===== config.mk =====
export PLATFORM = sky130hd
export DESIGN_NAME = scntl_result_collector_flat
export DESIGN_NICKNAME = d
export VERILOG_FILES = /design/src/rtl/scntl_result_collector_if.sv /design/src/rtl/scntl_result_collector.sv /design/src/flat_wrapper.sv
export SDC_FILE = /design/constraint.sdc
export NUM_CORES = 1
export LEC_CHECK = 0
export CAP_MARGIN = 20
export CELL_PAD_IN_SITES_DETAIL_PLACEMENT = 0
export CELL_PAD_IN_SITES_GLOBAL_PLACEMENT = 1
export CORE_UTILIZATION = 46
export CTS_BUF_LIST = sky130_fd_sc_hd__clkbuf_2
export CTS_CLUSTER_SIZE = 24
export DETAILED_ROUTE_END_ITERATION = 7
export PLACE_DENSITY_LB_ADDON = 0.1
export SYNTH_ARGS = -nofsm -noshare
export SYNTH_HDL_FRONTEND = slang
export SYNTH_SLANG_ARGS = --single-unit

===== constraint.sdc =====
create_clock -name clk -period 4.4 [get_ports clk]
set_input_delay 0.66 -clock clk [delete_from_list [all_inputs] [get_ports clk]]
set_output_delay 0.66 -clock clk [all_outputs]
set_load 0.005 [all_outputs]

===== src/rtl/scntl_result_collector_if.sv =====
// Signal bundle between scntl_result_collector and its neighbours: start/config, stOp result
// channel, SIMD regFile delivery port and status. 'master' is the collector side.
interface scntl_result_collector_if #(
    parameter int NUM_LANES     = 32,
    parameter int LANE_ID_WIDTH = 5,
    parameter int DATA_WIDTH    = 32,
    parameter int PE_ID_WIDTH   = 8
);
    logic [PE_ID_WIDTH-1:0]               peId;
    logic                                 cfg__scntl__start;
    logic [NUM_LANES-1:0]                 cfg__scntl__lane_enable;
    logic                                 stop__scntl__valid;
    logic                                 scntl__stop__ready;
    logic [LANE_ID_WIDTH-1:0]             stop__scntl__lane;
    logic [DATA_WIDTH-1:0]                stop__scntl__data;
    logic [NUM_LANES-1:0]                 scntl__simd__lane_valid;
    logic [DATA_WIDTH-1:0]                scntl__simd__data;
    logic                                 simd__scntl__ready;
    logic                                 scntl__simd__complete;
    logic                                 scntl__status__busy;
    logic                                 scntl__status__error;
    logic [PE_ID_WIDTH+LANE_ID_WIDTH-1:0] scntl__status__err_info;

    modport master (
        input  peId, cfg__scntl__start, cfg__scntl__lane_enable,
        input  stop__scntl__valid, stop__scntl__lane, stop__scntl__data,
        input  simd__scntl__ready,
        output scntl__stop__ready, scntl__simd__lane_valid, scntl__simd__data,
        output scntl__simd__complete, scntl__status__busy, scntl__status__error,
        output scntl__status__err_info
    );

    modport slave (
        output peId, cfg__scntl__start, cfg__scntl__lane_enable,
        output stop__scntl__valid, stop__scntl__lane, stop__scntl__data,
        output simd__scntl__ready,
        input  scntl__stop__ready, scntl__simd__lane_valid, scntl__simd__data,
        input  scntl__simd__complete, scntl__status__busy, scntl__status__error,
        input  scntl__status__err_info
    );
endinterface


===== src/rtl/scntl_result_collector.sv =====
// Collects per-lane stOp results through a small FIFO and hands them one at a time to the SIMD regFile.
// Optional idle timeout enabled by defining SCNTL_RESULT_TIMEOUT_EN.
module scntl_result_collector #(
    parameter int NUM_LANES      = 32,
    parameter int LANE_ID_WIDTH  = 5,
    parameter int DATA_WIDTH     = 32,
    parameter int FIFO_DEPTH     = 4,
    parameter int PE_ID_WIDTH    = 8,
    parameter int TIMEOUT_CYCLES = 1024
) (
    input logic                      clk,
    input logic                      reset_poweron,
    scntl_result_collector_if.master bus
);
    localparam int PTR_W   = $clog2(FIFO_DEPTH);
    localparam int ENTRY_W = LANE_ID_WIDTH + DATA_WIDTH;

    if (NUM_LANES != (1 << LANE_ID_WIDTH) || FIFO_DEPTH < 2 ||
        (FIFO_DEPTH & (FIFO_DEPTH - 1)) != 0 || TIMEOUT_CYCLES < 1) begin : gBadParams
        $error("scntl_result_collector: illegal parameter combination");
    end

    typedef enum logic [1:0] {IDLE, COLLECT, DONE} state_t;

    state_t                           state_q, state_d;
    logic [NUM_LANES-1:0]             enable_q, enable_d;
    logic [NUM_LANES-1:0]             received_q, received_d;
    logic [ENTRY_W-1:0]               fifoMem_q [FIFO_DEPTH];
    logic [PTR_W-1:0]                 wrPtr_q, wrPtr_d, rdPtr_q, rdPtr_d;
    logic [PTR_W:0]                   count_q, count_d;
    logic                             outValid_q, outValid_d;
    logic [LANE_ID_WIDTH-1:0]         outLane_q, outLane_d;
    logic [DATA_WIDTH-1:0]            outData_q, outData_d;
    logic                             error_q, error_d;
    logic [PE_ID_WIDTH+LANE_ID_WIDTH-1:0] errInfo_q, errInfo_d;

    logic fifoEmpty, fifoFull, inReady, accept, laneOk, push, drop;
    logic outFree, pop, bypass, fifoWrite, allReceived, collectDone, draining;

`ifdef SCNTL_RESULT_TIMEOUT_EN
    localparam int TMO_W = $clog2(TIMEOUT_CYCLES + 1);
    logic [TMO_W-1:0]         idleCnt_q, idleCnt_d;
    logic                     draining_q, draining_d;
    logic [LANE_ID_WIDTH-1:0] missingLane;

    assign draining = draining_q;

    // Lowest enabled lane that never reported, recorded as the culprit of a timeout.
    always_comb begin
        missingLane = '0;
        for (int i = NUM_LANES - 1; i >= 0; i--) begin
            if (enable_q[i] && !received_q[i]) missingLane = LANE_ID_WIDTH'(i);
        end
    end
`else
    assign draining = 1'b0;
`endif

    assign fifoEmpty   = (count_q == '0);
    assign fifoFull    = (count_q == (PTR_W + 1)'(FIFO_DEPTH));
    assign inReady     = (state_q == COLLECT) && !fifoFull && !draining;
    assign accept      = bus.stop__scntl__valid && inReady;
    assign laneOk      = enable_q[bus.stop__scntl__lane] && !received_q[bus.stop__scntl__lane];
    assign push        = accept && laneOk;
    assign drop        = accept && !laneOk;
    assign outFree     = !outValid_q || bus.simd__scntl__ready;
    assign pop         = outFree && !fifoEmpty;
    // An empty FIFO lets a fresh result skip straight into the output register.
    assign bypass      = outFree && fifoEmpty && push;
    assign fifoWrite   = push && !bypass;
    assign allReceived = (received_q == enable_q);
    assign collectDone = fifoEmpty && !outValid_q && (allReceived || draining);

    always_ff @(posedge clk) begin
        if (reset_poweron) state_q <= IDLE;
        else               state_q <= state_d;
    end

    always_comb begin
        state_d = state_q;
        case (state_q)
            IDLE:    if (bus.cfg__scntl__start)
                         state_d = (|bus.cfg__scntl__lane_enable) ? COLLECT : DONE;
            COLLECT: if (collectDone) state_d = DONE;
            DONE:    state_d = IDLE;
            default: state_d = IDLE;
        endcase
    end

    always_comb begin
        enable_d   = enable_q;
        received_d = received_q;
        error_d    = error_q;
        errInfo_d  = errInfo_q;
        wrPtr_d    = wrPtr_q;
        rdPtr_d    = rdPtr_q;
        count_d    = count_q;
        outValid_d = outValid_q;
        outLane_d  = outLane_q;
        outData_d  = outData_q;

        if (fifoWrite) wrPtr_d = wrPtr_q + PTR_W'(1);
        if (pop)       rdPtr_d = rdPtr_q + PTR_W'(1);
        if (fifoWrite && !pop)      count_d = count_q + (PTR_W + 1)'(1);
        else if (pop && !fifoWrite) count_d = count_q - (PTR_W + 1)'(1);

        if (outFree) begin
            if (pop) begin
                outValid_d             = 1'b1;
                {outLane_d, outData_d} = fifoMem_q[rdPtr_q];
            end else if (bypass) begin
                outValid_d = 1'b1;
                outLane_d  = bus.stop__scntl__lane;
                outData_d  = bus.stop__scntl__data;
            end else begin
                outValid_d = 1'b0;
            end
        end

        if (push) received_d[bus.stop__scntl__lane] = 1'b1;
        if (drop) begin
            error_d = 1'b1;
            if (!error_q) errInfo_d = {bus.peId, bus.stop__scntl__lane};
        end

        if (bus.cfg__scntl__start) begin
            if (state_q == IDLE) begin
                enable_d   = bus.cfg__scntl__lane_enable;
                received_d = '0;
                error_d    = 1'b0;
                errInfo_d  = '0;
            end else begin
                error_d = 1'b1;
            end
        end
    end

`ifdef SCNTL_RESULT_TIMEOUT_EN
    // Idle cycles in COLLECT; expiry stops intake and lets the pipeline drain before DONE.
    always_comb begin
        idleCnt_d  = idleCnt_q;
        draining_d = draining_q;
        if (state_q == COLLECT && !draining_q) begin
            if (accept) begin
                idleCnt_d = '0;
            end else if (idleCnt_q == TMO_W'(TIMEOUT_CYCLES - 1)) begin
                draining_d = 1'b1;
            end else begin
                idleCnt_d = idleCnt_q + TMO_W'(1);
            end
        end
        if (bus.cfg__scntl__start && state_q == IDLE) begin
            idleCnt_d  = '0;
            draining_d = 1'b0;
        end
    end

    always_ff @(posedge clk) begin
        if (reset_poweron) begin
            idleCnt_q  <= '0;
            draining_q <= 1'b0;
        end else begin
            idleCnt_q  <= idleCnt_d;
            draining_q <= draining_d;
        end
    end
`endif

    always_ff @(posedge clk) begin
        if (reset_poweron) begin
            enable_q   <= '0;
            received_q <= '0;
            wrPtr_q    <= '0;
            rdPtr_q    <= '0;
            count_q    <= '0;
            outValid_q <= 1'b0;
            outLane_q  <= '0;
            outData_q  <= '0;
            error_q    <= 1'b0;
            errInfo_q  <= '0;
        end else begin
            enable_q   <= enable_d;
            received_q <= received_d;
            wrPtr_q    <= wrPtr_d;
            rdPtr_q    <= rdPtr_d;
            count_q    <= count_d;
            outValid_q <= outValid_d;
            outLane_q  <= outLane_d;
            outData_q  <= outData_d;
`ifdef SCNTL_RESULT_TIMEOUT_EN
            if (state_q == COLLECT && !draining_q && !accept &&
                idleCnt_q == TMO_W'(TIMEOUT_CYCLES - 1)) begin
                error_q <= 1'b1;
                if (!error_q) errInfo_q <= {bus.peId, missingLane};
                else          errInfo_q <= errInfo_d;
            end else begin
                error_q   <= error_d;
                errInfo_q <= errInfo_d;
            end
`else
            error_q    <= error_d;
            errInfo_q  <= errInfo_d;
`endif
        end
    end

    always_ff @(posedge clk) begin
        if (fifoWrite) fifoMem_q[wrPtr_q] <= {bus.stop__scntl__lane, bus.stop__scntl__data};
    end

    assign bus.scntl__stop__ready      = inReady;
    assign bus.scntl__simd__lane_valid = outValid_q ? (NUM_LANES'(1) << outLane_q) : '0;
    assign bus.scntl__simd__data       = outData_q;
    assign bus.scntl__simd__complete   = (state_q == DONE);
    assign bus.scntl__status__busy     = (state_q != IDLE);
    assign bus.scntl__status__error    = error_q;
    assign bus.scntl__status__err_info = errInfo_q;
endmodule


===== src/flat_wrapper.sv =====
// flat-port wrapper written by rule: the top's interface ports become plain ports
module scntl_result_collector_flat 
#(
    parameter int NUM_LANES      = 32,
    parameter int LANE_ID_WIDTH  = 5,
    parameter int DATA_WIDTH     = 32,
    parameter int FIFO_DEPTH     = 4,
    parameter int PE_ID_WIDTH    = 8,
    parameter int TIMEOUT_CYCLES = 1024
)
  (clk, reset_poweron, bus_peId, bus_cfg__scntl__start, bus_cfg__scntl__lane_enable, bus_stop__scntl__valid, bus_stop__scntl__lane, bus_stop__scntl__data, bus_simd__scntl__ready, bus_scntl__stop__ready, bus_scntl__simd__lane_valid, bus_scntl__simd__data, bus_scntl__simd__complete, bus_scntl__status__busy, bus_scntl__status__error, bus_scntl__status__err_info);
  scntl_result_collector_if #(.NUM_LANES(NUM_LANES), .LANE_ID_WIDTH(LANE_ID_WIDTH), .DATA_WIDTH(DATA_WIDTH), .PE_ID_WIDTH(PE_ID_WIDTH)) bus_i ();
  input logic clk;
  input logic reset_poweron;
  input wire logic [$bits(bus_i.peId)-1:0] bus_peId;
  input wire logic [$bits(bus_i.cfg__scntl__start)-1:0] bus_cfg__scntl__start;
  input wire logic [$bits(bus_i.cfg__scntl__lane_enable)-1:0] bus_cfg__scntl__lane_enable;
  input wire logic [$bits(bus_i.stop__scntl__valid)-1:0] bus_stop__scntl__valid;
  input wire logic [$bits(bus_i.stop__scntl__lane)-1:0] bus_stop__scntl__lane;
  input wire logic [$bits(bus_i.stop__scntl__data)-1:0] bus_stop__scntl__data;
  input wire logic [$bits(bus_i.simd__scntl__ready)-1:0] bus_simd__scntl__ready;
  output wire logic [$bits(bus_i.scntl__stop__ready)-1:0] bus_scntl__stop__ready;
  output wire logic [$bits(bus_i.scntl__simd__lane_valid)-1:0] bus_scntl__simd__lane_valid;
  output wire logic [$bits(bus_i.scntl__simd__data)-1:0] bus_scntl__simd__data;
  output wire logic [$bits(bus_i.scntl__simd__complete)-1:0] bus_scntl__simd__complete;
  output wire logic [$bits(bus_i.scntl__status__busy)-1:0] bus_scntl__status__busy;
  output wire logic [$bits(bus_i.scntl__status__error)-1:0] bus_scntl__status__error;
  output wire logic [$bits(bus_i.scntl__status__err_info)-1:0] bus_scntl__status__err_info;
  assign bus_i.peId = bus_peId;
  assign bus_i.cfg__scntl__start = bus_cfg__scntl__start;
  assign bus_i.cfg__scntl__lane_enable = bus_cfg__scntl__lane_enable;
  assign bus_i.stop__scntl__valid = bus_stop__scntl__valid;
  assign bus_i.stop__scntl__lane = bus_stop__scntl__lane;
  assign bus_i.stop__scntl__data = bus_stop__scntl__data;
  assign bus_i.simd__scntl__ready = bus_simd__scntl__ready;
  assign bus_scntl__stop__ready = bus_i.scntl__stop__ready;
  assign bus_scntl__simd__lane_valid = bus_i.scntl__simd__lane_valid;
  assign bus_scntl__simd__data = bus_i.scntl__simd__data;
  assign bus_scntl__simd__complete = bus_i.scntl__simd__complete;
  assign bus_scntl__status__busy = bus_i.scntl__status__busy;
  assign bus_scntl__status__error = bus_i.scntl__status__error;
  assign bus_scntl__status__err_info = bus_i.scntl__status__err_info;
  scntl_result_collector #(.NUM_LANES(NUM_LANES), .LANE_ID_WIDTH(LANE_ID_WIDTH), .DATA_WIDTH(DATA_WIDTH), .FIFO_DEPTH(FIFO_DEPTH), .PE_ID_WIDTH(PE_ID_WIDTH), .TIMEOUT_CYCLES(TIMEOUT_CYCLES)) u_core (.clk(clk), .reset_poweron(reset_poweron), .bus(bus_i));
endmodule

==> metrics.csv <==
metric;value;unit
CTS buffer count;71;
Cells after DPL;1399;
Async SR Flop Fraction;0;%
max_cap viols;0;
routed vias;8411;
Critical Path RT;3740;ps
first-pass GRT wire length;45040;um
Synth cell types;57;
CP max FO;8;
Post-DRT Antenna Nets;0;
Post-DP Area;0.01372;mm2
period utilization;72.36;%
ratio of cells with drive above 1 in the final layout;17.20;%
PwrDens;488.3;mW/mm2
area leader, netlist;edfxtp_1;
Data arrival, critical path;2520;ps
Slew @ Worst Pin;1023;ps
DIE AREA;0.02623;mm2
Synth top area share;37.76;%
Initial Util;46.88;%
PortBufs;162;
Slew Limit Headroom;31.83;%
largest net degree at the start of global routing;47;
unrepaired setup endpoints after global routing;false;
Tmin final;3184;ps
clock buffer depth;3;
area delta synth->final;22.47;%
Worst Hold Class;input pin to flop;
CTS tree;yes;
register area share after synthesis;59.35;%
Clock Skews;93.92;ps
final setup vio count;0;
Avg WL per Cell;18.70;um
EDFF count, synth;148;
fmax;0.3141;GHz
I/O Pins;163;
clock transition at the registers of the reported paths;110;ps
Vias/cell;5.501;
Syn Nets;1044;
initial drt markers;502;
mean area per synthesized cell;12.30;um2
startpoint type of the worst setup path;flop;
design area;0.01442;mm2
CTS root buf;clkbuf_2;
CP endpoint kind;output port;
Syn Inst Count;957;
die height;162.0;um
setup repair bufs after CTS;0;
final max-slew violation count;0;
core area;0.02511;mm2
synth top area cells;edfxtp_1, dfxtp_1, mux4_2;
final non-filler cell total;1529;
initial antenna violation count;1;
DRC viols;0;
H-tree Lvls;3;
num rows;58;
commonest non-fill, non-tap cell in the layout;clkdlybuf4s50_1;
routability cong.;0.8212;
worst hold slack;394.3;ps
Most used DFF post-synth;edfxtp_1;
final hold vios;0;
number of global-route vias before repair;8107;
DR pass1 iterations;5;
final wirelength;28600;um
status;completed;
CTS Hold Bufs;0;
final core occ;57.41;%
Resized cells post-CTS;0;
setup TNS;0;ps
Peak VDD IR;0.0002788;V
Final nets;1229;
die width;162.0;um
Congestion Overflow GR;0;
Post-Syn Area;0.01177;mm2
clk_lat worst skew;850;ps
Yosys reg bits;275;
crit path kind;flop to output port;
total track usage;22.17;%
LEAKAGE;0.004995;uW
clk sinks;275;
detailed placement HPWL;18810;um
R2R cell count;9;
Hold Path Stages;3;
commonest cells after routing, fill and taps aside;clkdlybuf4s50_1, edfxtp_1, dfxtp_1;
synth warn;0;
## worst max-delay path, stage by stage (launching register included)
cell	delay (ps)
dfxtp_1	590
nor2b_1	310
nand3_1	180
nor2_1	120
clkdlybuf4s50_1	510
## where the power goes
group | switching [uW] | internal (uW)
logic | 1030 | 1050
clock network | 1030 | 785
registers | 223 | 2920
## through the flow
stage	total power [uW]	setup WS (ps)
floorplan	4580	687.8
global placement	5279	576.8
detailed placement	5301	493.7
CTS	7146	1148
global route	7455	1036
finish	7040	1216
## Yosys cell counts, drive strengths merged (7+ instances only)
cell type  number
xnor2          15
edfxtp        148
xor2           19
mux4           42
nand2          91
mux2i          59
buf            23
o21ai          17
a21oi          79
nor2           86
a41oi           8
nand3          22
clkbuf         54
a31oi          25
nand4           7
a311oi         37
dfxtp         127
nor2b          10
nor4           16
## path summary, 6_finish.rpt
check,slack (ps),end,start
setup / recovery,1220,bus_scntl__simd__lane_valid[7],u_core.outValid_q
hold / removal,390,u_core.received_q[3],bus_stop__scntl__lane[0]
setup reg to reg,1490,u_core.count_q[2],u_core.enable_q[21]
hold reg to reg,450,u_core.bus.scntl__status__err_info[11],u_core.bus.scntl__status__err_info[11]
## flip-flops by register name (all words and copies together), names as in the netlist, named ones only
name / count
u_core.count_q: 3
u_core.outValid_q: 1
u_core.bus.scntl__simd__data: 32
u_core.received_q: 32
u_core.enable_q: 32
u_core.bus.scntl__status__err_info: 13
u_core.rdPtr_q: 2
u_core.fifoMem_q: 148
u_core.outLane_q: 5
u_core.wrPtr_q: 2
u_core.bus.scntl__status__error: 1
u_core.state_q: 2
## routing by layer
layer / vias up / track usage, % / routed length [um]
li1: 4031 / - / -
met3: 37 / 4.724 / 1882
met2: 319 / 31.80 / 12220
met4: 0 / 8.019 / 486
met1: 4024 / 32.98 / 14010
met5: - / 0 / 0
## cell families (layout without fill, tap and decap cells)
group           after synthesis  count (layout)  share of synthesized area (%)
flops                       275             275                          59.35
buf+inv                      83             324                          3.242
simple gates                273             273                          10.88
xor+xnor                     34              34                          2.530
mux                         101             101                          13.05
compound gates              186             186                          10.34
fa+ha+maj                     5               5                         0.5953
other cells                   0               1                              0
## cell type report
| cell class | instances | area (um2) |
|---|---|---|
| Clock inverter | 19 | 143.9 |
| Inverter | 6 | 22.52 |
| Clock buffer | 110 | 550.5 |
| Sequential cell | 275 | 6989 |
| Antenna cell | 1 | 2.502 |
| Multi-Input combinational cell | 599 | 4431 |
| Fill cell | 2159 | 10690 |
| Timing Repair Buffer | 189 | 1864 |
| Tap cell | 330 | 412.9 |
No activity file was read; power rests on OpenSTA's default activity.
